[src/rtl/alu_sequencer.sv]
// alu_sequencer: sequential front end for a 4-bit, 16-function combinational ALU.
// Takes one command at a time over a valid/ready interface. Drives registered
// operands and a registered select into the ALU and holds them for SETTLE cycles.
// It then captures the ALU result and carry and returns them over a valid/ready
// response interface. An accumulator keeps the last result, so a chained command
// can use it as operand A.
//
// Ports:
//   clk, rst_n              clock; synchronous active-low reset
//   cmd_valid/cmd_ready     command handshake
//   cmd_sel, cmd_a, cmd_b   function select and operands
//   cmd_chain               1 = operand A comes from the accumulator
//   alu_a, alu_b, alu_sel   registered ALU inputs
//   alu_y, alu_cout         ALU result and carry/borrow out
//   rsp_valid/rsp_ready     response handshake
//   rsp_y, rsp_cout         captured result and carry
//   rsp_zero                captured result is zero
//   rsp_seq                 sequence number of this response (wraps at 256)
module alu_sequencer #(
  parameter int WIDTH  = 4,
  parameter int SELW   = 4,
  parameter int SETTLE = 1
) (
  input  logic             clk,
  input  logic             rst_n,
  input  logic             cmd_valid,
  output logic             cmd_ready,
  input  logic [SELW-1:0]  cmd_sel,
  input  logic [WIDTH-1:0] cmd_a,
  input  logic [WIDTH-1:0] cmd_b,
  input  logic             cmd_chain,
  output logic [WIDTH-1:0] alu_a,
  output logic [WIDTH-1:0] alu_b,
  output logic [SELW-1:0]  alu_sel,
  input  logic [WIDTH-1:0] alu_y,
  input  logic             alu_cout,
  output logic             rsp_valid,
  input  logic             rsp_ready,
  output logic [WIDTH-1:0] rsp_y,
  output logic             rsp_cout,
  output logic             rsp_zero,
  output logic [7:0]       rsp_seq
);

  typedef enum logic [1:0] {IDLE, HOLD, RESP} state_t;

  localparam logic [3:0] SETTLE_C = 4'(SETTLE);

  state_t           state_q, state_d;
  logic [3:0]       cnt_q, cnt_d;
  logic [WIDTH-1:0] acc_q, acc_d;
  logic [7:0]       seq_q, seq_d;
  logic [WIDTH-1:0] alu_a_q, alu_a_d;
  logic [WIDTH-1:0] alu_b_q, alu_b_d;
  logic [SELW-1:0]  alu_sel_q, alu_sel_d;
  logic             rsp_valid_q, rsp_valid_d;
  logic [WIDTH-1:0] rsp_y_q, rsp_y_d;
  logic             rsp_cout_q, rsp_cout_d;
  logic             rsp_zero_q, rsp_zero_d;
  logic [7:0]       rsp_seq_q, rsp_seq_d;

  // State and datapath registers
  always_ff @(posedge clk) begin
    if (!rst_n) begin
      state_q     <= IDLE;
      cnt_q       <= '0;
      acc_q       <= '0;
      seq_q       <= '0;
      alu_a_q     <= '0;
      alu_b_q     <= '0;
      alu_sel_q   <= '0;
      rsp_valid_q <= 1'b0;
      rsp_y_q     <= '0;
      rsp_cout_q  <= 1'b0;
      rsp_zero_q  <= 1'b0;
      rsp_seq_q   <= '0;
    end else begin
      state_q     <= state_d;
      cnt_q       <= cnt_d;
      acc_q       <= acc_d;
      seq_q       <= seq_d;
      alu_a_q     <= alu_a_d;
      alu_b_q     <= alu_b_d;
      alu_sel_q   <= alu_sel_d;
      rsp_valid_q <= rsp_valid_d;
      rsp_y_q     <= rsp_y_d;
      rsp_cout_q  <= rsp_cout_d;
      rsp_zero_q  <= rsp_zero_d;
      rsp_seq_q   <= rsp_seq_d;
    end
  end

  // Next-state and next-datapath logic
  always_comb begin
    state_d     = state_q;
    cnt_d       = cnt_q;
    acc_d       = acc_q;
    seq_d       = seq_q;
    alu_a_d     = alu_a_q;
    alu_b_d     = alu_b_q;
    alu_sel_d   = alu_sel_q;
    rsp_valid_d = rsp_valid_q;
    rsp_y_d     = rsp_y_q;
    rsp_cout_d  = rsp_cout_q;
    rsp_zero_d  = rsp_zero_q;
    rsp_seq_d   = rsp_seq_q;
    case (state_q)
      IDLE: begin
        if (cmd_valid) begin
          alu_a_d   = cmd_chain ? acc_q : cmd_a;
          alu_b_d   = cmd_b;
          alu_sel_d = cmd_sel;
          cnt_d     = SETTLE_C;
          state_d   = HOLD;
        end
      end
      HOLD: begin
        cnt_d = cnt_q - 4'd1;
        // Last settle cycle: the ALU output has been stable long enough.
        if (cnt_q == 4'd1) begin
          rsp_y_d     = alu_y;
          rsp_cout_d  = alu_cout;
          rsp_zero_d  = (alu_y == '0);
          rsp_seq_d   = seq_q;
          acc_d       = alu_y;
          rsp_valid_d = 1'b1;
          state_d     = RESP;
        end
      end
      RESP: begin
        if (rsp_ready) begin
          rsp_valid_d = 1'b0;
          seq_d       = seq_q + 8'd1;
          state_d     = IDLE;
        end
      end
      default: state_d = IDLE;
    endcase
  end

  // Outputs. cmd_ready depends only on the state, and it is forced low while
  // reset is held.
  always_comb begin
    cmd_ready = rst_n && (state_q == IDLE);
    alu_a     = alu_a_q;
    alu_b     = alu_b_q;
    alu_sel   = alu_sel_q;
    rsp_valid = rsp_valid_q;
    rsp_y     = rsp_y_q;
    rsp_cout  = rsp_cout_q;
    rsp_zero  = rsp_zero_q;
    rsp_seq   = rsp_seq_q;
  end

endmodule

[config.mk]
export PLATFORM = sky130hd
export DESIGN_NAME = alu_sequencer
export DESIGN_NICKNAME = d
export VERILOG_FILES = /design/src/rtl/alu_sequencer.sv
export SDC_FILE = /design/constraint.sdc
export NUM_CORES = 1
export LEC_CHECK = 0
export CORE_UTILIZATION = 47
export CTS_CLUSTER_SIZE = 40
export DETAILED_ROUTE_END_ITERATION = 7
export GPL_TIMING_DRIVEN = 0
export MAX_ROUTING_LAYER = met4
export PLACE_DENSITY = 0.77
export SYNTH_ARGS = -nofsm -noshare
export SYNTH_HDL_FRONTEND = slang
export SYNTH_SLANG_ARGS = --single-unit
[constraint.sdc]
create_clock -name clk -period 1.6 [get_ports clk]
set_input_delay 0.32 -clock clk [delete_from_list [all_inputs] [get_ports clk]]
set_output_delay 0.32 -clock clk [all_outputs]
set_load 0.03 [all_outputs]
# == After elaboration in Yosys (flattened, before gate mapping) ==
# Cells that the tools add are included.
# word_totals
input_bits,22
register_bits,41
output_inout_bits,28
# op_classes
n_mux,10
n_addsub,2
n_eq_ne,6
n_reduce_logical,11
# op_table
cell,n
$add A8 B1 Y8 const B,1
$mux W4,2
$pmux W4 S2,1
$reduce_and A2 Y1,4
$mux W2,3
$ne A2 B2 Y1 const B,3
$pmux W2 S3,1
$reduce_and A3 Y1,2
$eq A4 B1 Y1 const B,1
$logic_not A4 Y1,1
$reduce_bool A2 Y1,2
$sub A4 B1 Y4 const B,1
$eq A2 B1 Y1 const B,1
$eq A2 B2 Y1 const B,1
$logic_not A2 Y1,1
$mux W1,2
$pmux W1 S2,1
$logic_and A1 B1 Y1,1

# == Longest topological paths before layout ==
# depth
ltp_word,3
depth_mapped,6

# == Worst setup path after synthesis ==
# No wires, ideal clock.
# synth_timing
kind,flip-flop to flip-flop
startpoint,reg cnt_q[1]
endpoint,reg rsp_zero_q (netlist: rsp_zero)
arrival_ns,1.340
setup_ns,0.126
slack_ns,0.134
stages_incl_launch_ff,7
cell_sequence,dfxtp_1 -> inv_1 -> ha_1 -> or3b_2 -> clkbuf_1 -> o21ai_0 -> a21boi_0
# synth_via
elab_chain_cells,2
# synth_rtl
item,line,text
"start, declared",50,"logic [3:0] cnt_q, cnt_d;"
"start signal, assigned",79,cnt_q <= cnt_d;
$eq A4 B1 Y1,120,if (cnt_q == 4'd1) begin
$reduce_and A2 Y1 (no source line),-,
"end signal, assigned",88,rsp_zero_q <= rsp_zero_d;
"end, declared",59,"logic rsp_zero_q, rsp_zero_d;"
# No other way between the ends.
# A chain may end at the register's enable or synchronous reset.

# == Worst setup path after layout ==
# layout_timing
startpoint,reg state_q[1]
endpoint,out cmd_ready
# layout_via
elab_chain_cells,2
# layout_rtl
item,line,text
"start, declared",49,"state_t state_q, state_d;"
"start signal, assigned",78,state_q <= state_d;
$logic_not A2 Y1,144,cmd_ready = rst_n && (state_q == IDLE);
$logic_and A1 B1 Y1,144,
"end, declared",27,"output logic cmd_ready,"
# No other way between the ends.

==> impl_summary.txt <==
----------------------------------------------------
[Clock network]
  Cell chosen for the clock root ... sky130_fd_sc_hd__clkbuf_8
  Clock tree buffer depth ... 2
  Post-CTS Hold Buffers ... 0
  Worst skew pair latency ... 290 ps
  TritonCTS clock tree ... done
  TritonCTS Buffers ... 5
  Clk slew on worst S/H paths ... 70 ps
  H-Tree Depth ... 2
  Sink Count ... 41

[Power]
  Maximum vdd drop ... 0.496 mV
  Leakage component of the power ... 0.00104 uW
  Power density normalized to cell area ... 898 nW/um^2

[Final layout]
  Post-route cell area ... 2440 um^2
  Layout Area Growth over Synthesis ... 34.1%
  Sequential Area ... 821 um^2
  Area of the multi-input gates ... 941 um^2
  Leading cell type in the layout, fill and taps excluded ... sky130_fd_sc_hd__dfxtp_1
  Filler cell count ... 337
  Share of cells above drive strength 1 ... 8.63%
  Leading cell types in the layout, fill and taps excluded ... 41 x sky130_fd_sc_hd__dfxtp_1, 28 x sky130_fd_sc_hd__dlygate4sd2_1, 27 x sky130_fd_sc_hd__a21boi_0
  Final #Nets ... 279
  N_diodes ... 0

[Drt]
  Post-DRT Antenna Nets ... 0
  Total iterations of the first detailed-routing run ... 4
  Average wire per standard cell ... 14.0 um
  Residual DRC ... 0
  Initial DRC count ... 68
  Per-cell via count in the routed design ... 5.24
  Wire length reported by the detailed router ... 4250 um
  Total number of vias ... 1,587

[Die]
  Number of rows created at floorplan ... 22
  I/O pins ... 50
  Core region area ... 3690 um^2
  Initial core utilization ... 49.3%
  Die Height ... 64.2 um
  Die area ... 4120 um^2
  DIE WIDTH ... 64.2 um

[Status]
  Outcome ... completed

[Synth]
  YS warnings ... 0
  Synthesized Nets ... 224
  Number of distinct standard cells referenced by the synthesized netlist ... 37
  Number of flip-flops and latches in the synthesized netlist ... 41
  Synthesized netlist cell count ... 199
  Number of flops mapped to enable cells by yosys ... 0
  Per-instance average area after synthesis ... 9.14 um^2
  Sequential cell area fraction in the yosys report ... 45.1%
  Flip-flop cell with the highest count after synthesis ... sky130_fd_sc_hd__dfxtp_1
  Mapped Area ... 1820 um^2
  Fraction of synthesis flops using an asynchronous set or reset pin ... 0%

[Worst hold path]
  Hold Crit Start ... alu_b[0]
  Kind of path behind the tightest hold check ... register to register
  Hold EP ... alu_b[0]
  Hold depth ... 2

[Worst setup path]
  Maximum fanout along the worst path ... 10
  Launch point of the worst reg-to-reg path ... state_q[1]
  Data required, critical path ... 1280 ps
  Data arrival time of the critical path ... 1210 ps
  Length in cells of the worst reg-to-reg path ... 4
  Worst r2r dst ... rsp_y[1]
  Reg-to-reg setup timing slack ... 160 ps
  Type of the setup path with the least slack ... register to output port
  Critical Path Source Type ... register
  Element type at the critical path end ... output port

[Global routing]
  First-pass GRT wire length ... 7040 um
  Largest net degree at the start of global routing ... 12
  Combined global-route utilization of all metal layers ... 23.2%
  Number of antenna violations at the first check in global routing ... 0
  Via count of the first global-routing pass ... 1,545
  Total global routing overflow ... 0

[STA]
  Max-slew headroom ... 71.2%
  Final Max Tran Viols ... 0
  Final Cycle Share ... 95.7%
  Final number of setup-violating endpoints ... 0
  Slew at the pin closest to its max-slew limit ... 432 ps
  Setup TNS ... 0 ps
  Final period demand of the worst path ... 1530 ps
  Hold Violations, Final ... 0
  Achievable clock frequency ... 653 MHz
  RSZ-0062 raised after global routing ... no
  Worst clock skew ... 4.47 ps

[Placement]
  Count of input and output buffers ... 48
  Post-Place Cell Area ... 2360 um^2
  Routability congestion estimate ... 0.777
  HPWL after DPL ... 3020 um

[Run]
  Number of violations of the max-capacitance limit ... 0

----------------------------------------------------
[synth_stat cells (all sizes together), types with 2 or more instances]
library cell | count | area (um^2)
nor2b | 5 | 31.3
and2 | 2 | 12.5
a21oi | 2 | 10.0
o211a | 4 | 40.0
buf | 8 | 50.0
mux2i | 6 | 60.1
xnor2 | 2 | 17.5
nor4 | 2 | 12.5
nor3b | 4 | 40.0
dfxtp | 41 | 821
nand2b | 5 | 31.3
nand3 | 15 | 75.1
nand2 | 23 | 86.3
or3b | 2 | 17.5
ha | 3 | 37.5
inv | 4 | 15.0
or3 | 4 | 25.0
clkbuf | 6 | 22.5
o21ai | 20 | 100
nor2 | 2 | 7.51
a21boi | 28 | 210
[worst max path at each step]
stage	to	start	slack [ps]
global placement	cmd_ready	rst_n	-540
CTS	cmd_ready	state_q[1]	8
finish	cmd_ready	state_q[1]	70
floorplan	rsp_zero	cnt_q[1]	130
global route	rsp_zero	state_q[0]	8
detailed placement	cmd_ready	rst_n	-530
[kinds of logic (layout without fill, tap and decap cells)]
group / after synthesis / after routing / share of synthesized area [%]
and+or+nand+nor: 69 / 69 / 21.3
AOI/OAI and AO/OA: 60 / 60 / 22.4
DFF: 41 / 41 / 45.1
buffers and inverters: 18 / 74 / 4.81
muxes: 6 / 6 / 3.30
adders and majority gates: 3 / 3 / 2.06
xor gates and xnor gates: 2 / 2 / 0.963
[area by class of cell]
| type | instances | area share [%] |
|---|---|---|
| clock buffer | 8 | 3.28 |
| tap | 48 | 2.46 |
| multi-input combinational | 140 | 38.6 |
| timing repair buffer | 49 | 18.6 |
| sequential | 41 | 33.6 |
| inverter | 4 | 0.615 |
| buffer | 13 | 2.82 |
[stage by stage]
| stage | utilization [%] | worst slack, ps | instances | total power, uW | hold slack, ps |
|---|---|---|---|---|---|
| floorplan | - | 134 | 199 | 1390 | 443 |
| global placement | 64.0 | -545 | 295 | 1570 | 451 |
| detailed placement | 64.0 | -533 | 295 | 1570 | 461 |
| CTS | 65.7 | 8.12 | 304 | 2200 | 468 |
| global route | 66.1 | 8.33 | 303 | 2300 | 494 |
| finish | 66.1 | 68.1 | 303 | 2190 | 465 |
[flip-flops by register name, indices dropped and copies added (netlist names)]
signal,count
rsp_valid,1
rsp_zero,1
alu_b,4
rsp_y,4
state_q,2
alu_sel,4
seq_q,8
rsp_cout,1
rsp_seq,8
cnt_q,4
alu_a,4
[repair_timing]
item | 4_1_cts | 5_1_grt
setup endpoints to repair | 39 | 16
setup buffers | 1 | 0
gates resized for setup | 38 | 9
hold endpoints to repair | 0 | 0
gates cloned | 0 | 0
pin swaps | 0 | 1
[where the power goes]
group / internal [uW] / total, uW / switching, uW
Clock: 310 / 641 / 332
Sequential: 1070 / 1100 / 29.2
Combinational: 194 / 455 / 261
[routing by layer]
| metal | track usage [%] | part of all wire [%] |
|---|---|---|
| met5 | - | 0 |
| met4 | 8.33 | 1.5 |
| met3 | 6.61 | 3.4 |
| met2 | 38.2 | 48 |
| met1 | 26.9 | 47 |
[worst max-delay path: stages, from the launching register on]
cell	delay, ps
sky130_fd_sc_hd__dfxtp_1	330
sky130_fd_sc_hd__buf_4	180
sky130_fd_sc_hd__nand2b_4	160
sky130_fd_sc_hd__nor2_4	120
sky130_fd_sc_hd__buf_6	130
No activity file was read; power rests on OpenSTA's default activity.
